$ cat src/rtl/div_seq.sv
// div_seq: multi-cycle radix-2 restoring divider for DIV/DIVU in the E stage.
// Runs one quotient bit per cycle. stall_o holds the pipeline while a divide runs.
// The result is published with a one-cycle done pulse.
// Ports:
//   clk, rst            clock, synchronous active-high reset
//   start               divide request (level, held by the stalled pipeline)
//   signed_op           1 = DIV (two's complement), 0 = DIVU
//   dividend, divisor   operands, sampled only when a start is accepted
//   annul               cancel the current operation (flush / exception)
//   stall_o             pipeline stall request (combinational)
//   busy                sequencer not idle
//   done                one-cycle pulse, quotient/remainder valid
//   quotient            -> LO
//   remainder           -> HI
module div_seq #(
    parameter int unsigned WIDTH = 32
) (
    input  logic             clk,
    input  logic             rst,
    input  logic             start,
    input  logic             signed_op,
    input  logic [WIDTH-1:0] dividend,
    input  logic [WIDTH-1:0] divisor,
    input  logic             annul,
    output logic             stall_o,
    output logic             busy,
    output logic             done,
    output logic [WIDTH-1:0] quotient,
    output logic [WIDTH-1:0] remainder
);

    localparam int unsigned CW = (WIDTH > 1) ? $clog2(WIDTH) : 1;

    typedef enum logic [1:0] {
        S_IDLE = 2'd0,
        S_CALC = 2'd1,
        S_DONE = 2'd2
    } state_e;

    state_e           state_q, state_d;
    logic [CW-1:0]    cnt_q, cnt_d;
    logic [WIDTH-1:0] rem_q, rem_d;
    logic [WIDTH-1:0] quo_q, quo_d;
    logic [WIDTH-1:0] dvs_q, dvs_d;
    logic [WIDTH-1:0] q_out_q, q_out_d;
    logic [WIDTH-1:0] r_out_q, r_out_d;
    logic             sa_q, sa_d;
    logic             sb_q, sb_d;

    logic             accept_c;
    logic             sign_a_c, sign_b_c;
    logic [WIDTH-1:0] abs_a_c, abs_b_c;
    logic [WIDTH:0]   rem_sh_c, diff_c;
    logic             last_c;

    // Operand magnitudes and signs; unsigned ops force the signs to zero
    assign sign_a_c = signed_op & dividend[WIDTH-1];
    assign sign_b_c = signed_op & divisor[WIDTH-1];
    assign abs_a_c  = sign_a_c ? (WIDTH'(0) - dividend) : dividend;
    assign abs_b_c  = sign_b_c ? (WIDTH'(0) - divisor)  : divisor;

    // One restoring step: shift {rem,quo} left, trial-subtract the divisor
    assign rem_sh_c = {rem_q, quo_q[WIDTH-1]};
    assign diff_c   = rem_sh_c - {1'b0, dvs_q};
    assign last_c   = (cnt_q == CW'(WIDTH - 1));

    assign accept_c = (state_q == S_IDLE) & start & ~annul;

    assign stall_o   = accept_c | (state_q == S_CALC);
    assign busy      = (state_q != S_IDLE);
    assign done      = (state_q == S_DONE);
    assign quotient  = q_out_q;
    assign remainder = r_out_q;

    // Next-state and datapath update
    always_comb begin
        state_d = state_q;
        cnt_d   = cnt_q;
        rem_d   = rem_q;
        quo_d   = quo_q;
        dvs_d   = dvs_q;
        q_out_d = q_out_q;
        r_out_d = r_out_q;
        sa_d    = sa_q;
        sb_d    = sb_q;

        case (state_q)
            S_IDLE: begin
                if (accept_c) begin
                    sa_d  = sign_a_c;
                    sb_d  = sign_b_c;
                    quo_d = abs_a_c;
                    dvs_d = abs_b_c;
                    rem_d = '0;
                    cnt_d = '0;
                    if (divisor == '0) begin
                        // Divide by zero: fixed result, raw dividend as remainder
                        state_d = S_DONE;
                        q_out_d = '1;
                        r_out_d = dividend;
                    end else begin
                        state_d = S_CALC;
                    end
                end
            end
            S_CALC: begin
                // A negative trial result (borrow into the top bit) restores
                if (diff_c[WIDTH]) begin
                    rem_d = rem_sh_c[WIDTH-1:0];
                end else begin
                    rem_d = diff_c[WIDTH-1:0];
                end
                quo_d = {quo_q[WIDTH-2:0], ~diff_c[WIDTH]};
                cnt_d = CW'(cnt_q + 1'b1);
                if (last_c) begin
                    state_d = S_DONE;
                    q_out_d = (sa_q ^ sb_q) ? (WIDTH'(0) - quo_d) : quo_d;
                    r_out_d = sa_q ? (WIDTH'(0) - rem_d) : rem_d;
                end
            end
            S_DONE: begin
                state_d = S_IDLE;
            end
            default: begin
                state_d = S_IDLE;
            end
        endcase

        // Cancel wins over everything and leaves the published result alone
        if (annul) begin
            state_d = S_IDLE;
            q_out_d = q_out_q;
            r_out_d = r_out_q;
        end
    end

    // State and datapath registers
    always_ff @(posedge clk) begin
        if (rst) begin
            state_q <= S_IDLE;
            cnt_q   <= '0;
            rem_q   <= '0;
            quo_q   <= '0;
            dvs_q   <= '0;
            q_out_q <= '0;
            r_out_q <= '0;
            sa_q    <= 1'b0;
            sb_q    <= 1'b0;
        end else begin
            state_q <= state_d;
            cnt_q   <= cnt_d;
            rem_q   <= rem_d;
            quo_q   <= quo_d;
            dvs_q   <= dvs_d;
            q_out_q <= q_out_d;
            r_out_q <= r_out_d;
            sa_q    <= sa_d;
            sb_q    <= sb_d;
        end
    end

endmodule
$ cat config.mk
export PLATFORM = sky130hd
export DESIGN_NAME = div_seq
export DESIGN_NICKNAME = d
export VERILOG_FILES = /design/src/rtl/div_seq.sv
export SDC_FILE = /design/constraint.sdc
export NUM_CORES = 1
export LEC_CHECK = 0
export ABC_AREA = 1
export BUFFER_PORTS_ARGS = -buffer_cell sky130_fd_sc_hd__buf_4
export CAP_MARGIN = 20
export CORE_MARGIN = 2
export CORE_UTILIZATION = 67
export CTS_BUF_LIST = sky130_fd_sc_hd__clkbuf_8
export DETAILED_ROUTE_END_ITERATION = 8
export GPL_TIMING_DRIVEN = 0
export PLACE_DENSITY = 0.95
export REMOVE_ABC_BUFFERS = 1
export SLEW_MARGIN = 20
export SYNTH_ARGS = -nofsm -noshare
export SYNTH_HDL_FRONTEND = slang
export SYNTH_SLANG_ARGS = --single-unit
export TNS_END_PERCENT = 10
$ cat constraint.sdc
create_clock -name clk -period 5.9 [get_ports clk]
set_input_delay 0.295 -clock clk [delete_from_list [all_inputs] [get_ports clk]]
set_output_delay 0.295 -clock clk [all_outputs]
set_load 0.005 [all_outputs]
; ---- After elaboration in Yosys (flattened, before gate mapping)
; Cells that the tools add are included.
; Widths: inputs -> output; s select.
[totals]
input_bits = 69
output_inout_bits = 67
ff_bits = 169
elab_cells = 62
[op_classes]
bitwise = 8
n_addsub = 6
reduce_logical = 9
n_eq_ne = 6
n_mux = 24
[op_table]
columns = operator, count
row1 = $mux 32, 14
row2 = $pmux 32 s2, 4
row3 = $sub 1x32->32 const A, 4
row4 = $sub 33x32->33, 1
row5 = $logic_not 32->1, 1
row6 = $pmux 5 s2, 1
row7 = $mux 2, 3
row8 = $reduce_and 2->1, 3
row9 = $add 5x1->5 const B, 1
row10 = $eq 5x5->1 const B, 1
row11 = $mux 5, 1
row12 = $reduce_and 5->1, 1
row13 = $and 1x1->1, 4
row14 = $ne 2x2->1 const B, 2
row15 = $pmux 2 s2, 1
row16 = $reduce_bool 2->1, 2
row17 = $eq 2x1->1 const B, 1
row18 = $eq 2x2->1 const B, 1
row19 = $logic_not 2->1, 1
row20 = $ne 2x1->1 const B, 1
row21 = $not 1->1, 2
row22 = $reduce_or 2->1, 1
row23 = $or 1x1->1, 1
row24 = $xor 1x1->1, 1

; ---- Longest topological paths before layout
[logic_depth]
ltp_word = 7
ltp_mapped = 29
mapped_depth_nobuf = 27

; ---- Worst setup path after synthesis
; Ideal clock, no wire load.
[synth_path]
kind = register -> register
start = register quo_q[31]
end = register q_out_q[30], in the netlist quotient[30]
setup_ns = 0.070
path_buffers = 2
required_ns = 5.830
slack_ns = 2.004
period_less_slack_ns = 3.896
arrival_ns = 3.826
path_stages_with_launch = 29
cell_sequence = dfxtp_1 inv_1 ha_1 inv_1 fa_1 nand2_1 nand2_1 nand3_1 nand2_1 nand2_1 nand2_1 nand2_2 nand3_1 nand2_2 buf_4 buf_6 ha_1 nand3_1 nor2_1 nand3_1 nor2_1 nand3_1 nor3_1 nand2_1 o31ai_1 o21ai_0 nor2_1 nor2_1 a21oi_1
[synth_via]
elab_chain_len = 6
[synth_lines]
columns = item, line
row1 = "start, declared", 43  ; logic [WIDTH-1:0] quo_q, quo_d;
row2 = "start signal, assigned", 153  ; quo_q <= quo_d;
row3 = $sub 33x32->33, 64  ; assign diff_c = rem_sh_c - {1'b0, dvs_q};
row4 = $not 1->1, 113  ; quo_d = {quo_q[WIDTH-2:0], ~diff_c[WIDTH]};
row5 = $sub 1x32->32, 117  ; q_out_d = (sa_q ^ sb_q) ? (WIDTH'(0) - quo_d) : quo_d;
row6 = $mux 32, 117
row7 = $mux 32, 115  ; if (last_c) begin
row8 = $pmux 32 s2, 87  ; case (state_q)
row9 = "end signal, assigned", 155  ; q_out_q <= q_out_d;
row10 = "end, declared", 45  ; logic [WIDTH-1:0] q_out_q, q_out_d;
; Every way passes these cells. The select of a mux whose other input is x is not followed.
; A chain may end at the register's enable or synchronous reset.

; ---- Final worst setup path
; Same ends and word-level chain as after synthesis.

==> run metrics <==
worst-margin pin slew=~1.0 ns; DRT iter0 DRCs=approximately 1,600; largest cells by area after synthesis=dfxtp_1 (26%), nand2_1 (19%), inv_1 (9.2%), nor2_1 (6.1%), a21oi_1 (5.8%); critical path class=reg -> reg; setup_tns=0 ns; Clock Path Buffers=2; Post-Synth XOR/XNOR Area=2.72%; Slew Viols, Final=0; GR Util All Layers=between 40% and 50%; Worst path most repeated cell=nand2_1; largest family of logic cells by synthesized area=simple AND/OR/NAND/NOR gates; global-route wire length before repair=around 67,000 um; final count of hold timing violations=0; VDD IR max=~0.00016 V; share of layout cells above drive strength 1=about a tenth; core area=~19,000 sq um; post-synth top area share=26.3%; Max Cap Violations=0; Synth Register Bits=approximately 170; Tmin final=between 5 and 6 ns; CP max stage delay=~0.55 ns; Worst EP required=6.33 ns; area of the mapped netlist=approximately 13,000 sq um; I/O pin cnt=about 140; CP max FO=between 40 and 50; Vias per Instance=6.02; row count=50; H-tree Lvls=4; Die Height=143 um; fin area=around 14,000 sq um; TritonCTS clock tree=yes; area post-placement=about 14,000 sq um; skew final=around 0.027 ns; drt pass-1 iters=9; CP Data Arrival Time=between 5 and 6 ns; Antenna diodes=0; post-synthesis adder-cell area fraction=just under 4%; Critical Path Start Type=flip-flop; yosys warns=0; post-synthesis async set-or-reset flop share=0%; cell accounting for the most synthesized area=dfxtp_1; GP Congestion=slightly above 1; die width=143 um; post-synthesis sequential area ratio=26.3%; Post-CTS Setup Inserts=0; clock latency on the worst-skew pair=0.49 ns; CP Capture Type=flip-flop; Syn Area/Cell=about 6 sq um; vias in the first global route=approximately 14,000; PortBufs=135; Synth Area in Simple Gates=35.7%; status=finished, violations left; failing checks=DRC; count leader, synth=nand2_1; DR WL/cell=between 15 and 20 um; Critical-path top delay cell=dfxtp_1; total CTS buffers=17; Post-Route WL=roughly 42,000 um; grt ovf=0; unique cell type count in the Yosys netlist=51; # clock sinks=around 170; Pleak=roughly 7.4 nW; ys flop type=dfxtp_1; RSZ-0062 raised after global routing=false; Max-slew headroom=about 33%; largest net degree at the start of global routing=75; root buffer cell=clkbuf_8; Final setup viols=0; Compound-Gate Fraction of Synth Area=a little under a fifth; Final ANT Viol Nets=0; Vias=approximately 15,000; Hold Crit Class=in -> reg; Synth top cells by count=nand2_1 (644), inv_1 (316), nor2_1 (211); PwrDens=202 nW/um^2; fin nets=~2,400; initial core utilization=around two thirds; Syn-to-layout area delta=11.9%; FMAX=roughly 190 MHz; initial antenna violation count=0; clock slew at reported path FFs=roughly 0.12 ns; Final HPWL DP=approximately 32,000 um; Remaining DRCs=13; EDFF count, synth=0; Die ar.=between 20,000 and 25,000 sq um; fin crit share=91.1%; mux contribution to synthesized area=0%; cell count after synthesis=between 2,000 and 2,500
where the power goes:
part / switching, mW / internal (mW) / total (mW) / leakage, nW
logic: 0.562 / 0.263 / 0.824 / 5.79
clock network: 0.545 / 0.324 / 0.869 / 0.206
registers: 0.0372 / 1.18 / 1.22 / 1.37
final timing paths:
| kind | slack, ns | startpoint | cells past startpoint | end |
|---|---|---|---|---|
| max | 0.53 | quo_q[31]$_SDFFE_PP0P_ | 27 | quotient[30]$_SDFFE_PP0P_ |
| min reg2reg | 0.47 | remainder[13]$_SDFFE_PP0P_ | 2 | remainder[13]$_SDFFE_PP0P_ |
| max reg2reg | 0.53 | quo_q[31]$_SDFFE_PP0P_ | 27 | quotient[30]$_SDFFE_PP0P_ |
| min | 0.09 | divisor[0] | 3 | dvs_q[0]$_SDFFE_PP0P_ |
placed cells by master (no fill, tap or decap), types with 28 or more instances in the layout:
cell type and instances:
a21oi_1 149, inv_1 314, ha_1 38, nand2_1 643, buf_4 135, nand3_1 144, xor2_1 28, nor2_1 208
nor3_1 29, o21ai_0 144, dfxtp_1 169
critical path, delay by kind of cell, from the launching register on:
kind	cells	cell delay [ns]
AOI/OAI and AO/OA	3	0.75
DFF	1	0.55
buffers and inverters	2	0.19
and+or+nand+nor	19	3.15
adders and majority gates	3	0.68
final cells by class:
class | instances | area (sq um)
clock buffers | 17 | 234
repair buffers | 142 | 1170
multi-input cells | 1608 | 7930
well taps | 234 | 293
flip-flops and latches | 169 | 3380
fillers | 1502 | 4360
clock inverters | 15 | 178
inverters | 324 | 1220
stage by stage:
step                      utilization [%]  hold WS (ns)  std cells  total power [mW]  setup slack (ns)
after floorplan                         -         0.364       2101              1.77            -0.690
after global placement               73.6         0.452       2470              2.00             -5.13
after detailed placement             74.6         0.455       2477              2.03             0.481
after CTS                            76.7        0.0849       2509              2.87             0.450
after global routing                 76.8        0.0972       2509              3.04             0.101
final                                76.8        0.0893       2509              2.91             0.527
per-layer routing:
layer,vias to the layer above,wire length [um],GRT usage [%]
met5,-,0,0
met1,6785,17300,53.5
li1,7234,-,-
met3,191,4200,7.98
met4,0,2020,18.3
met2,901,18700,66.6
state kept, by name, indices dropped and copies added, names as in the netlist:
signal	flops
rem_q	32
dvs_q	32
state_q	2
cnt_q	5
quotient	32
quo_q	32
remainder	32
sa_q	1
sb_q	1
cell families (layout without fill, tap and decap cells):
family | Yosys count | in the layout
flops | 169 | 169
xor+xnor | 40 | 40
simple gates | 1104 | 1104
fa+ha+maj | 39 | 39
buf+inv | 409 | 498
compound gates | 425 | 425
repair_timing:
item,in CTS,in global routing
hold buffers,0,0
endpoints found under the setup margin,0,2
hold endpoints to repair,0,0
gates resized for setup,0,1
Note: power is estimated with default switching activity, not from simulation.
